**config.mk**
```make
export PLATFORM = sky130hd
export DESIGN_NAME = fft_mem_sequencer
export DESIGN_NICKNAME = d
export VERILOG_FILES = /design/src/rtl/fft_mem_sequencer.sv
export SDC_FILE = /design/constraint.sdc
export NUM_CORES = 1
export LEC_CHECK = 0
export CORE_MARGIN = 2
export CORE_UTILIZATION = 43
export DETAILED_ROUTE_END_ITERATION = 10
export SLEW_MARGIN = 20
export SYNTH_ARGS = -nofsm -noshare
export SYNTH_HDL_FRONTEND = slang
export SYNTH_SLANG_ARGS = --single-unit
```
**constraint.sdc**
```tcl
create_clock -name clk -period 4.02 [get_ports clk]
set_input_delay 0.402 -clock clk [delete_from_list [all_inputs] [get_ports clk]]
set_output_delay 0.402 -clock clk [all_outputs]
set_load 0.005 [all_outputs]
```
**src/rtl/fft_mem_sequencer.sv**
```systemverilog
// Address/strobe sequencer for an in-place radix-2 DIT FFT over a single-port working memory.
// Optional inverse-transform twiddle conjugation is enabled by defining FFT_INVERSE_EN.
module fft_mem_sequencer #(
  parameter int LOG2N  = 12,
  parameter int BF_LAT = 4
) (
  input  logic             clk,
  input  logic             rst,
  input  logic             start,
`ifdef FFT_INVERSE_EN
  input  logic             inverse,
  output logic             tw_conj,
`endif
  input  logic             in_valid,
  output logic             in_ready,
  output logic [LOG2N-1:0] mem_read_adr,
  output logic [LOG2N-1:0] mem_write_adr,
  output logic             mem_write,
  output logic [1:0]       wr_sel,
  output logic             bf_a_cap,
  output logic             bf_b_cap,
  output logic [LOG2N-2:0] tw_idx,
  output logic [3:0]       stage,
  output logic             busy,
  output logic             out_valid,
  output logic             out_last,
  output logic             done
);

  localparam int N    = 1 << LOG2N;
  localparam int HALF = N / 2;
  localparam int WW   = (BF_LAT > 1) ? $clog2(BF_LAT) : 1;

  localparam logic [LOG2N-1:0] K_LAST = LOG2N'(N - 1);
  localparam logic [LOG2N-2:0] P_LAST = (LOG2N-1)'(HALF - 1);
  localparam logic [3:0]       S_LAST = 4'(LOG2N - 1);
  localparam logic [WW-1:0]    W_LAST = WW'(BF_LAT - 1);

  localparam logic [3:0] ST_IDLE   = 4'd0;
  localparam logic [3:0] ST_LOAD   = 4'd1;
  localparam logic [3:0] ST_FLUSH  = 4'd2;
  localparam logic [3:0] ST_RD_A   = 4'd3;
  localparam logic [3:0] ST_RD_B   = 4'd4;
  localparam logic [3:0] ST_CAP_B  = 4'd5;
  localparam logic [3:0] ST_WAIT   = 4'd6;
  localparam logic [3:0] ST_WR_A   = 4'd7;
  localparam logic [3:0] ST_WR_B   = 4'd8;
  localparam logic [3:0] ST_UNLOAD = 4'd9;
  localparam logic [3:0] ST_DRAIN  = 4'd10;

  logic [3:0]       state_r;
  logic [LOG2N-1:0] k_r;
  logic [LOG2N-2:0] p_r;
  logic [3:0]       s_r;
  logic [WW-1:0]    w_r;
  logic [LOG2N-1:0] r_r;
  logic             ld_wr_r;
  logic             out_valid_r;
  logic             out_last_r;
  logic             done_r;

  logic [LOG2N-2:0] mask_s;
  logic [LOG2N-2:0] hi_s;
  logic [LOG2N-1:0] a_s;
  logic [LOG2N-1:0] b_s;
  logic [LOG2N-2:0] tw_s;
  logic             compute_s;

  function automatic logic [LOG2N-1:0] bitrev(input logic [LOG2N-1:0] v);
    logic [LOG2N-1:0] res;
    res = '0;
    for (int i = 0; i < LOG2N; i++) res[i] = v[LOG2N-1-i];
    return res;
  endfunction

  // Butterfly operand addresses: a is p with a zero inserted at bit s, b sets that bit.
  always_comb begin
    mask_s    = ((LOG2N-1)'(1) << s_r) - (LOG2N-1)'(1);
    hi_s      = p_r & ~mask_s;
    a_s       = {hi_s, 1'b0} | {1'b0, p_r & mask_s};
    b_s       = a_s | (LOG2N'(1) << s_r);
    tw_s      = (p_r & mask_s) << (S_LAST - s_r);
    compute_s = (state_r >= ST_RD_A) && (state_r <= ST_WR_B);
  end

  // Output decode from phase state and counters.
  always_comb begin
    in_ready      = (state_r == ST_LOAD);
    busy          = (state_r != ST_IDLE);
    bf_a_cap      = (state_r == ST_RD_B);
    bf_b_cap      = (state_r == ST_CAP_B);
    mem_write     = ld_wr_r || (state_r == ST_WR_A) || (state_r == ST_WR_B);
    tw_idx        = compute_s ? tw_s : '0;
    stage         = compute_s ? s_r : 4'd0;
    out_valid     = out_valid_r;
    out_last      = out_last_r;
    done          = done_r;
    case (state_r)
      ST_WR_A: wr_sel = 2'd1;
      ST_WR_B: wr_sel = 2'd2;
      default: wr_sel = 2'd0;
    endcase
    if (state_r == ST_RD_B) begin
      mem_read_adr = b_s;
    end else if (compute_s) begin
      mem_read_adr = a_s;
    end else if (state_r == ST_UNLOAD) begin
      mem_read_adr = r_r;
    end else begin
      mem_read_adr = '0;
    end
    // Write address leads the write by one cycle, so WR_A presents b for the WR_B write.
    if (state_r == ST_LOAD) begin
      mem_write_adr = bitrev(k_r);
    end else if (state_r == ST_WR_A) begin
      mem_write_adr = b_s;
    end else if (compute_s) begin
      mem_write_adr = a_s;
    end else begin
      mem_write_adr = '0;
    end
  end

`ifdef FFT_INVERSE_EN
  logic inv_r;

  // Inverse flag latched with start and only exposed while computing.
  always_ff @(posedge clk) begin
    if (rst) begin
      inv_r <= 1'b0;
    end else if ((state_r == ST_IDLE) && start) begin
      inv_r <= inverse;
    end
  end

  assign tw_conj = inv_r && compute_s;
`endif

  // Phase sequencing and counters.
  always_ff @(posedge clk) begin
    if (rst) begin
      state_r     <= ST_IDLE;
      k_r         <= '0;
      p_r         <= '0;
      s_r         <= 4'd0;
      w_r         <= '0;
      r_r         <= '0;
      ld_wr_r     <= 1'b0;
      out_valid_r <= 1'b0;
      out_last_r  <= 1'b0;
      done_r      <= 1'b0;
    end else begin
      ld_wr_r     <= (state_r == ST_LOAD) && in_valid;
      out_valid_r <= (state_r == ST_UNLOAD);
      out_last_r  <= (state_r == ST_UNLOAD) && (r_r == K_LAST);
      done_r      <= (state_r == ST_DRAIN);
      case (state_r)
        ST_IDLE: begin
          if (start) begin
            state_r <= ST_LOAD;
            k_r     <= '0;
          end
        end
        ST_LOAD: begin
          if (in_valid) begin
            if (k_r == K_LAST) begin
              k_r     <= '0;
              state_r <= ST_FLUSH;
            end else begin
              k_r <= k_r + LOG2N'(1);
            end
          end
        end
        ST_FLUSH: begin
          s_r     <= 4'd0;
          p_r     <= '0;
          state_r <= ST_RD_A;
        end
        ST_RD_A:  state_r <= ST_RD_B;
        ST_RD_B:  state_r <= ST_CAP_B;
        ST_CAP_B: begin
          w_r     <= '0;
          state_r <= ST_WAIT;
        end
        ST_WAIT: begin
          if (w_r == W_LAST) begin
            state_r <= ST_WR_A;
          end else begin
            w_r <= w_r + WW'(1);
          end
        end
        ST_WR_A:  state_r <= ST_WR_B;
        ST_WR_B: begin
          state_r <= ST_RD_A;
          if (p_r == P_LAST) begin
            p_r <= '0;
            if (s_r == S_LAST) begin
              s_r     <= 4'd0;
              r_r     <= '0;
              state_r <= ST_UNLOAD;
            end else begin
              s_r <= s_r + 4'd1;
            end
          end else begin
            p_r <= p_r + (LOG2N-1)'(1);
          end
        end
        ST_UNLOAD: begin
          if (r_r == K_LAST) begin
            r_r     <= '0;
            state_r <= ST_DRAIN;
          end else begin
            r_r <= r_r + LOG2N'(1);
          end
        end
        ST_DRAIN: state_r <= ST_IDLE;
        default:  state_r <= ST_IDLE;
      endcase
    end
  end

endmodule

```
# After elaboration in Yosys (flattened, before gate mapping)

Cells that the tools add are included.

Register bits: 49
Output and inout bits: 49

$add $sub $neg: 7
Order comparisons: 2
Equal/unequal tests: 23
Shift-type cells: 3
Multiplexer cells: 32
Bitwise operators: 5
Reductions and logical operators: 16

Operators with widths:

| kind                    | count |
|---|---|
| $mux W12                | 12 |
| $pmux W12 S2            | 2 |
| $mux W4                 | 10 |
| $pmux W4 S10            | 1 |
| $add A12 B1 Y12 const B | 2 |
| $eq A12 B12 Y1 const B  | 2 |
| $and A11 B11 Y11        | 2 |
| $mux W11                | 2 |
| $pmux W11 S2            | 1 |
| $eq A4 B3 Y1 const B    | 4 |
| $eq A4 B4 Y1 const B    | 4 |
| $or A12 B11 Y12         | 1 |
| $or A12 B12 Y12         | 1 |
| $shl A1 B4 Y12 const A  | 1 |
| $add A11 B1 Y11 const B | 1 |
| $eq A11 B11 Y1 const B  | 1 |
| $not A11 Y11            | 1 |
| $shl A1 B4 Y11 const A  | 1 |
| $shl A11 B4 Y11         | 1 |
| $sub A11 B2 Y11 const B | 1 |
| $eq A4 B2 Y1 const B    | 2 |
| $ne A2 B1 Y1 const B    | 4 |
| $ne A2 B2 Y1 const B    | 4 |
| $pmux W2 S2             | 2 |
| 17 further kinds        | 25 |

# Longest topological paths before layout

Gate-level depths: netlist of the first run.

Depth in word-level cells: 8
Depth in mapped cells: 14

# Worst setup path after synthesis of the first run

OpenSTA, ideal clock, no wires.

Kind: reg2out
Start point: register s_r[0]
End point: output port tw_idx[8]
Arrival time: 3,207 ps
Slack: 411 ps
Cell stages (with the launch flop): 14
Path buffers: 3
Cells stage by stage: dfxtp_1 -> inv_1 -> clkbuf_1 -> ha_1 -> buf_2 -> buf_2 -> or3b_2 -> ha_1 -> nand2b_1 -> mux2_2 -> o21ai_1 -> a311o_1 -> o21ai_0 -> a311oi_1

Word-level cells in the longest chain between the ends: 5
Elaborated cells between the ends (all ways): 6
Classes of those cells: add/sub (2); shift (2); mux (1); bitwise (1)

Ends and longest elaborated chain:

| element                | line | RTL |
|---|---|---|
| start, declared        | 54   | `logic [3:0] s_r;` |
| start signal, assigned | 202  | `s_r <= s_r + 4'd1;` |
| $shl A1 B4 Y11         | 78   | `mask_s = ((LOG2N-1)'(1) << s_r) - (LOG2N-1)'(1);` |
| $sub A11 B2 Y11        | 78   |  |
| $and A11 B11 Y11       | 82   | `tw_s = (p_r & mask_s) << (S_LAST - s_r);` |
| $shl A11 B4 Y11 (*)    | 82   |  |
| $mux W11 (*)           | 93   | `tw_idx = compute_s ? tw_s : '0;` |
| end, declared          | 22   | `output logic [LOG2N-2:0] tw_idx,` |

Every way passes the cells marked *; elsewhere a longest branch is shown, timed or not.

# Worst setup path in the final report of the first run

Start point: register s_r[1]
End point: output port mem_read_adr[2]

Word-level cells in the longest chain between the ends: 7
Elaborated cells between the ends (all ways): 10
Classes of those cells: add/sub (1); shift (2); mux (2); bitwise (5)

Ends and longest elaborated chain:

| element                                            | line    | RTL |
|---|---|---|
| $shl A1 B4 Y11                                     | 78      |  |
| $sub A11 B2 Y11                                    | 78      |  |
| $not A11 Y11                                       | 79      | `hi_s = p_r & ~mask_s;` |
| $and A11 B11 Y11                                   | 79      |  |
| $or A12 B11 Y12                                    | 80      | `a_s = {hi_s, 1'b0} \| {1'b0, p_r & mask_s};` |
| $mux W12 / $or A12 B12 Y12 (equally long branches) | 105, 81 |  |
| $mux W12 (*)                                       | 103     | `if (state_r == ST_RD_B) begin` |
| end, declared                                      | 16      | `output logic [LOG2N-1:0] mem_read_adr,` |

Marks and branches as above.

==> results_dict.tcl, run 1 <==
set metrics [dict create \
    final_core_util_pct 52.2 \
    irDropWorstVdd_v 0.000168 \
    start_util_pct 44.3 \
    outcome "finished clean" \
    r2r_slack_ps 1400 \
    hold_depth 2 \
    power.leakage_nw 1.70 \
    ys_seq_area_share_pct 24.1 \
    io-pin-count 53 \
    slew_violations 0 \
    fin_hold_ws_ps 515 \
    synth_area_leader_cell "dfxtp_1" \
    grt.overflow.total 0 \
    power.density_nw_per_um2 234 \
    yosysWarnings 0 \
    rows 35 \
    grt_pass1_wl_mm 20.3 \
    ant_nets 0 \
    syn_area_um2 4070 \
    first_iter_violations 237 \
    synth_cells 566 \
    diodes 0 \
    cts_buffers 5 \
    instances_no_fill 711 \
    clkTransAtPathRegs_ps 110 \
    crit_arrival_ps 3480 \
    grt_antenna_before_repair 0 \
    die_area_um2 10300 \
    rsz0062_at_grt "no" \
    dr.pass1.iters 5 \
    root_buffer "clkbuf_8" \
    synth_top_area_share_pct 24.1 \
    placed_cells 703 \
    r2r-start "p_r[0]$_SDFFE_PP0P_" \
    grt_use_total_pct 24.9 \
    synthArstFlopShare_pct 0 \
    cts_tree "yes" \
    worst_pin_slew_ps 808 \
    yosys_register_bits 49 \
    hold_end "s_r[3]$_SDFFE_PP0P_" \
    synth_flop_cell "dfxtp_1" \
    setup_violations 0 \
    syn_avg_cell_area_um2 7.19 \
    grt_start_max_net_pins 33 \
    required_ps 3620 \
    nets 615 \
    rr_endpoint "r_r[6]$_SDFFE_PP0P_" \
    die_w_um 101 \
    clock_sinks 49 \
    fmax_mhz 258 \
    period_share_pct 96.6 \
    tns_ps 0 \
    via_per_inst 6.23 \
    yosys-top-cells-area "dfxtp_1 24%, a21oi_1 6.9%, nor2_1 6.0%, nand2_1 4.7%, o21ai_0 4.1%" \
    hpwl_mm 9.61 \
    wl_per_cell_um 18.1 \
    critPathSlowestCell "clkdlybuf4s50_1" \
    relSlewSlack_pct 46.1 \
    report.final.hold_viol_count 0 \
    reg2reg_depth 7 \
    clock_latency_ps 320 \
    drc 0 \
    num_vias 4429 \
    synth_edf_count 0 \
    hp-class "register to register" \
    path_class "register to output port" \
    routed_wl_mm 12.9 \
    min_from "s_r[3]$_SDFFE_PP0P_" \
    port_buffers 52 \
    fillers 929 \
    max_stage_delay_ps 550 \
    crit_chain "inv_4 -> ha_1 -> or3b_2 -> ha_1 -> buf_4 -> nand2b_1 -> mux2_2 -> a21boi_0 -> nor2_1 -> a211oi_1 -> a31oi_1 -> clkdlybuf4s50_1" \
    total_power_mw 1.12 \
    path_common_cell "ha_1" \
    syn_nets 582 \
    startpoint_type "register" \
    fin_skew_ps 9.00 \
    maxCapViolCount 0 \
    area_growth_pct 17.9 \
    core_um2 9200 \
    path_max_fanout 11 \
    drive_gt1_share_pct 9.17 \
    end_kind "output port" \
    min_period_ps 3880 \
    die_h_um 101 \
    synthDistinctLibCells 77 \
    grt_pass1_vias 3823 \
    h-tree-depth 2 \
    place.gp.congestion 0.924 \
    cts.path.max_buffers 2 \
]
## worst max-delay path, delay by kind of cell, from the launching register on
kind / cells / cell delay (ps)
DFF: 1 / 350
AOI/OAI and AO/OA: 3 / 480
adders and majority gates: 2 / 410
buffers and inverters: 3 / 840
and+or+nand+nor: 3 / 770
muxes: 1 / 310
## area by class of cell
cell class / count / area [um^2] / share of cell area, %
multi-input combinational: 464 / 2870 / 59.9
clock buffer: 5 / 68.8 / 1.43
timing repair buffer: 68 / 643 / 13.4
tap: 111 / 139 / 2.90
clock inverter: 3 / 50.0 / 1.04
inverter: 11 / 43.8 / 0.913
sequential: 49 / 981 / 20.4
## where the power goes
group	switching [mW]	total (mW)	internal [mW]
Clock	0.187	0.378	0.191
Combinational	0.146	0.236	0.0900
Sequential	0.0134	0.509	0.495
Total	0.346	1.12	0.776
## metrics by stage
stage / area, um^2 / worst slack, ps
6_report: 4800 / 137
5_1_grt: 4800 / 9.90
4_1_cts: 4780 / 7.12
3_5_place_dp: 4660 / 377
3_3_place_gp: 4660 / 406
2_1_floorplan: 4070 / 411
## cell usage in the layout (no fill, tap or decap), drive strengths merged, types with 8 or more instances in the layout
cell type and n:
a21o 8, nand3 23, clkdlybuf4s50 51, dfxtp 49
nand2b 9, nor3 14, nor2 66, nand2 51
a22oi 14, and3 14, buf 16, nand4 14
a31oi 8, ha 12, or3 11, a21oi 57
o21ai 43, inv 11, nor2b 10
## per-layer routing
layer	part of all wire, %	global-route usage (%)	wire length (um)	vias up
li1	-	-	-	2155
met1	48	37.5	6220	2080
met2	43	37.0	5590	173
met3	6.2	3.04	803	21
met4	1.9	7.07	248	0
met5	0	0	0	-
## cell families after synthesis
group | synth area share, %
AO/OA/AOI/OAI | 29.9
XOR/XNOR | 3.01
adder cells (fa/ha/maj) | 3.69
buffers and inverters | 5.84
flip-flops | 24.1
multiplexers | 2.61
AND/OR/NAND/NOR | 30.8
## registers in the layout (all words and copies together), names as in the netlist
register and cells:
k_r 12, r_r 12, p_r 11, s_r 4
state_r 4, w_r 2, done 1, ld_wr_r 1
out_last 1, out_valid 1
## repair_timing
action	CTS	global route
resized for setup	0	6
setup endpoints to repair	0	15
setup buffers	0	0
hold buffers	0	0
## synth_stat cells, types with 4 or more instances
cell type / count
o31ai_1: 4
mux2i_1: 5
and2_1: 5
a21oi_1: 56
a31oi_1: 8
o211ai_1: 4
nand2_1: 51
nand3b_1: 4
a21o_1: 8
clkbuf_1: 23
o21a_1: 5
or3_1: 11
a211oi_1: 4
nor4_1: 4
dfxtp_1: 49
inv_1: 8
nand2b_1: 9
o21ai_0: 33
mux2_2: 5
nand3_1: 23
and3_1: 14
o21ai_1: 8
xor2_1: 7
nor2b_1: 10
xnor2_1: 7
nor3_1: 11
ha_1: 12
nand4_1: 14
nor2_1: 65
buf_2: 12
a22oi_1: 14
## worst max-delay path by stage
stage	end	cells past startpoint	startpoint
after floorplan	tw_idx[8]	13	s_r[0]$_SDFFE_PP0P_
after global placement	tw_idx[8]	11	s_r[1]$_SDFFE_PP0P_
after detailed placement	tw_idx[8]	11	s_r[1]$_SDFFE_PP0P_
after CTS	tw_idx[8]	11	s_r[1]$_SDFFE_PP0P_
after global routing	mem_read_adr[7]	10	s_r[0]$_SDFFE_PP0P_
final	mem_read_adr[2]	12	s_r[1]$_SDFFE_PP0P_
No activity file was read; power rests on OpenSTA's default activity.
==> inputs of run 2 (changes only) <==
Settings changed: CTS_BUF_LIST set to sky130_fd_sc_hd__clkbuf_4 sky130_fd_sc_hd__clkbuf_8, REMOVE_ABC_BUFFERS set to 1.
==> run 2 against run 1 <==
- setup slack better by 73 ps
- utilization is 0.14 points lower
- die area stayed put
- clock power shrank 10%
- first-iteration DRC count grew 43%
- power shrank 3.0%
- global-route usage grew 1.9 points
- design area down 0.26%
- non-clock buffer count fell by 1
==> results_dict.tcl, run 2 (synthesized netlist as in run 1, its figures left out) <==
set metrics [dict create \
    report.final.hold_viol_count 0 \
    num_vias 4408 \
    startpoint_type "register" \
    final_core_util_pct 52.0 \
    wl_per_cell_um 18.8 \
    hpwl_mm 9.83 \
    rows 35 \
    start_util_pct 44.3 \
    area_growth_pct 17.6 \
    reg.largest.list "k_r (12), r_r (12), p_r (11)" \
    grt_pass1_vias 4216 \
    irDropWorstVdd_v 0.000163 \
    rsz0062_at_grt "no" \
    power.density_nw_per_um2 228 \
    power.leakage_nw 1.67 \
    period_share_pct 94.8 \
    maxCapViolCount 0 \
    outcome "finished clean" \
    fillers 961 \
    nets 614 \
    clkPwrFrac_pct 31.2 \
    min_period_ps 3810 \
    cts.path.max_buffers 2 \
    r2r_slack_ps 1140 \
    min_from "p_r[9]$_SDFFE_PP0P_" \
    ctsHoldBuffers 0 \
    r2r-start "p_r[0]$_SDFFE_PP0P_" \
    mostFrequentLayoutCell "nor2_1" \
    diodes 0 \
    hold_depth 2 \
    grt.overflow.total 0 \
    die_w_um 101 \
    power.share.switching_pct 33.1 \
    die_h_um 101 \
    reg2reg_depth 7 \
    tns_ps 0 \
    slew_violations 0 \
    power_frac_comb_pct 21.4 \
    drive_gt1_share_pct 9.35 \
    fmax_mhz 262 \
    clock_latency_ps 320 \
    crit_path_start "s_r[1]$_SDFFE_PP0P_" \
    clkTransAtPathRegs_ps 100 \
    seqPwrFrac_pct 47.5 \
    hold_end "p_r[9]$_SDFFE_PP0P_" \
    ant_nets 0 \
    h-tree-depth 2 \
    routed_wl_mm 13.4 \
    required_ps 3620 \
    worst_pin_slew_ps 757 \
    end_kind "output port" \
    layout_common_cells "65 x nor2_1, 56 x a21oi_1, 52 x clkdlybuf4s50_1, 51 x nand2_1, 48 x dfxtp_1" \
    die_area_um2 10300 \
    io-pin-count 53 \
    port_buffers 52 \
    clock_sinks 49 \
    path_class "register to output port" \
    relSlewSlack_pct 49.5 \
    rr_endpoint "r_r[8]$_SDFFE_PP0P_" \
    grt_use_total_pct 26.8 \
    grt_start_max_net_pins 33 \
    hp-class "register to register" \
    core_um2 9200 \
    p_switching_mw 0.360 \
    fin_skew_ps 12.1 \
    drc 0 \
    dr.pass1.iters 5 \
    cts_tree "yes" \
    grt_antenna_before_repair 0 \
    cts_buffers 5 \
    setup_violations 0 \
    path_max_fanout 23 \
    grt_pass1_wl_mm 21.8 \
    intPower_mw 0.729 \
    regArea_um2 982 \
    multiInputGateArea_um2 2890 \
    place.gp.congestion 0.966 \
    via_per_inst 6.21 \
    crit_arrival_ps 3410 \
    first_iter_violations 340 \
    root_buffer "clkbuf_8" \
]
==> run 2: changes by cell type in the layout (fill, tap and decap cells not counted), sizes merged <==
cell | previous run | this run
buf | 16 | 15
bufinv | 1 | 0
clkdlybuf4s50 | 51 | 52
dlymetal6s2s | 1 | 0
clkbuf | 5 | 6
==> run 2: how the worst max path moves through the flow <==
stage | to | slack, ps | cells past startpoint
after global routing | mem_read_adr[7] | 30 | 12
after CTS | tw_idx[9] | 40 | 10
after detailed placement | tw_idx[8] | 300 | 11
after floorplan | tw_idx[8] | 240 | 10
final | tw_idx[9] | 210 | 10
after global placement | tw_idx[8] | 360 | 11
==> run 2: critical path, cell delays in order (launching register included) <==
cell and delay (ps):
dfxtp_1 330, buf_4 210, ha_1 260, ha_2 270, or3_1 390, a211o_1 350, a21boi_2 210, mux2i_1 100
or3_1 360, o211ai_1 100, clkdlybuf4s50_1 520
==> run 2: routing by layer <==
metal | part of all wire [%] | global-route usage (%)
met1 | 45 | 34.9
met2 | 47 | 43.8
met3 | 4.0 | 3.73
met4 | 4.4 | 12.5
met5 | 0 | 0
==> run 2: power by group through the flow <==
stage	combinational (mW)	sequential (mW)	clock, mW
2_1_floorplan	0.126	0.526	0
3_3_place_gp	0.229	0.526	0
3_5_place_dp	0.230	0.527	0
4_1_cts	0.232	0.515	0.342
5_1_grt	0.254	0.519	0.367
6_report	0.233	0.517	0.339
==> run 2: final cells by class <==
class                      count  share of cell area [%]
timing repair buffer          67                    13.2
sequential                    49                    20.5
multi-input combinational    464                    60.4
inverter                      11                   0.863
clock inverter                 2                   0.366
tap                          111                    2.90
clock buffer                   6                    1.73
==> run 2: stage by stage <==
stage | area [um^2] | hold slack [ps] | std cells | power, mW | worst slack (ps)
finish | 4780 | 538 | 710 | 1.09 | 210
global route | 4780 | 551 | 710 | 1.14 | 29.6
CTS | 4760 | 536 | 710 | 1.09 | 39.1
detailed placement | 4650 | 519 | 702 | 0.756 | 299
global placement | 4650 | 501 | 702 | 0.756 | 355
floorplan | 3870 | 456 | 524 | 0.652 | 240
==> run 2: what timing repair did <==
action                     4_1_cts  5_1_grt
setup endpoints to repair        3       10
buffers inserted                 0        0
cloned                           0        0
resized for setup                2        6
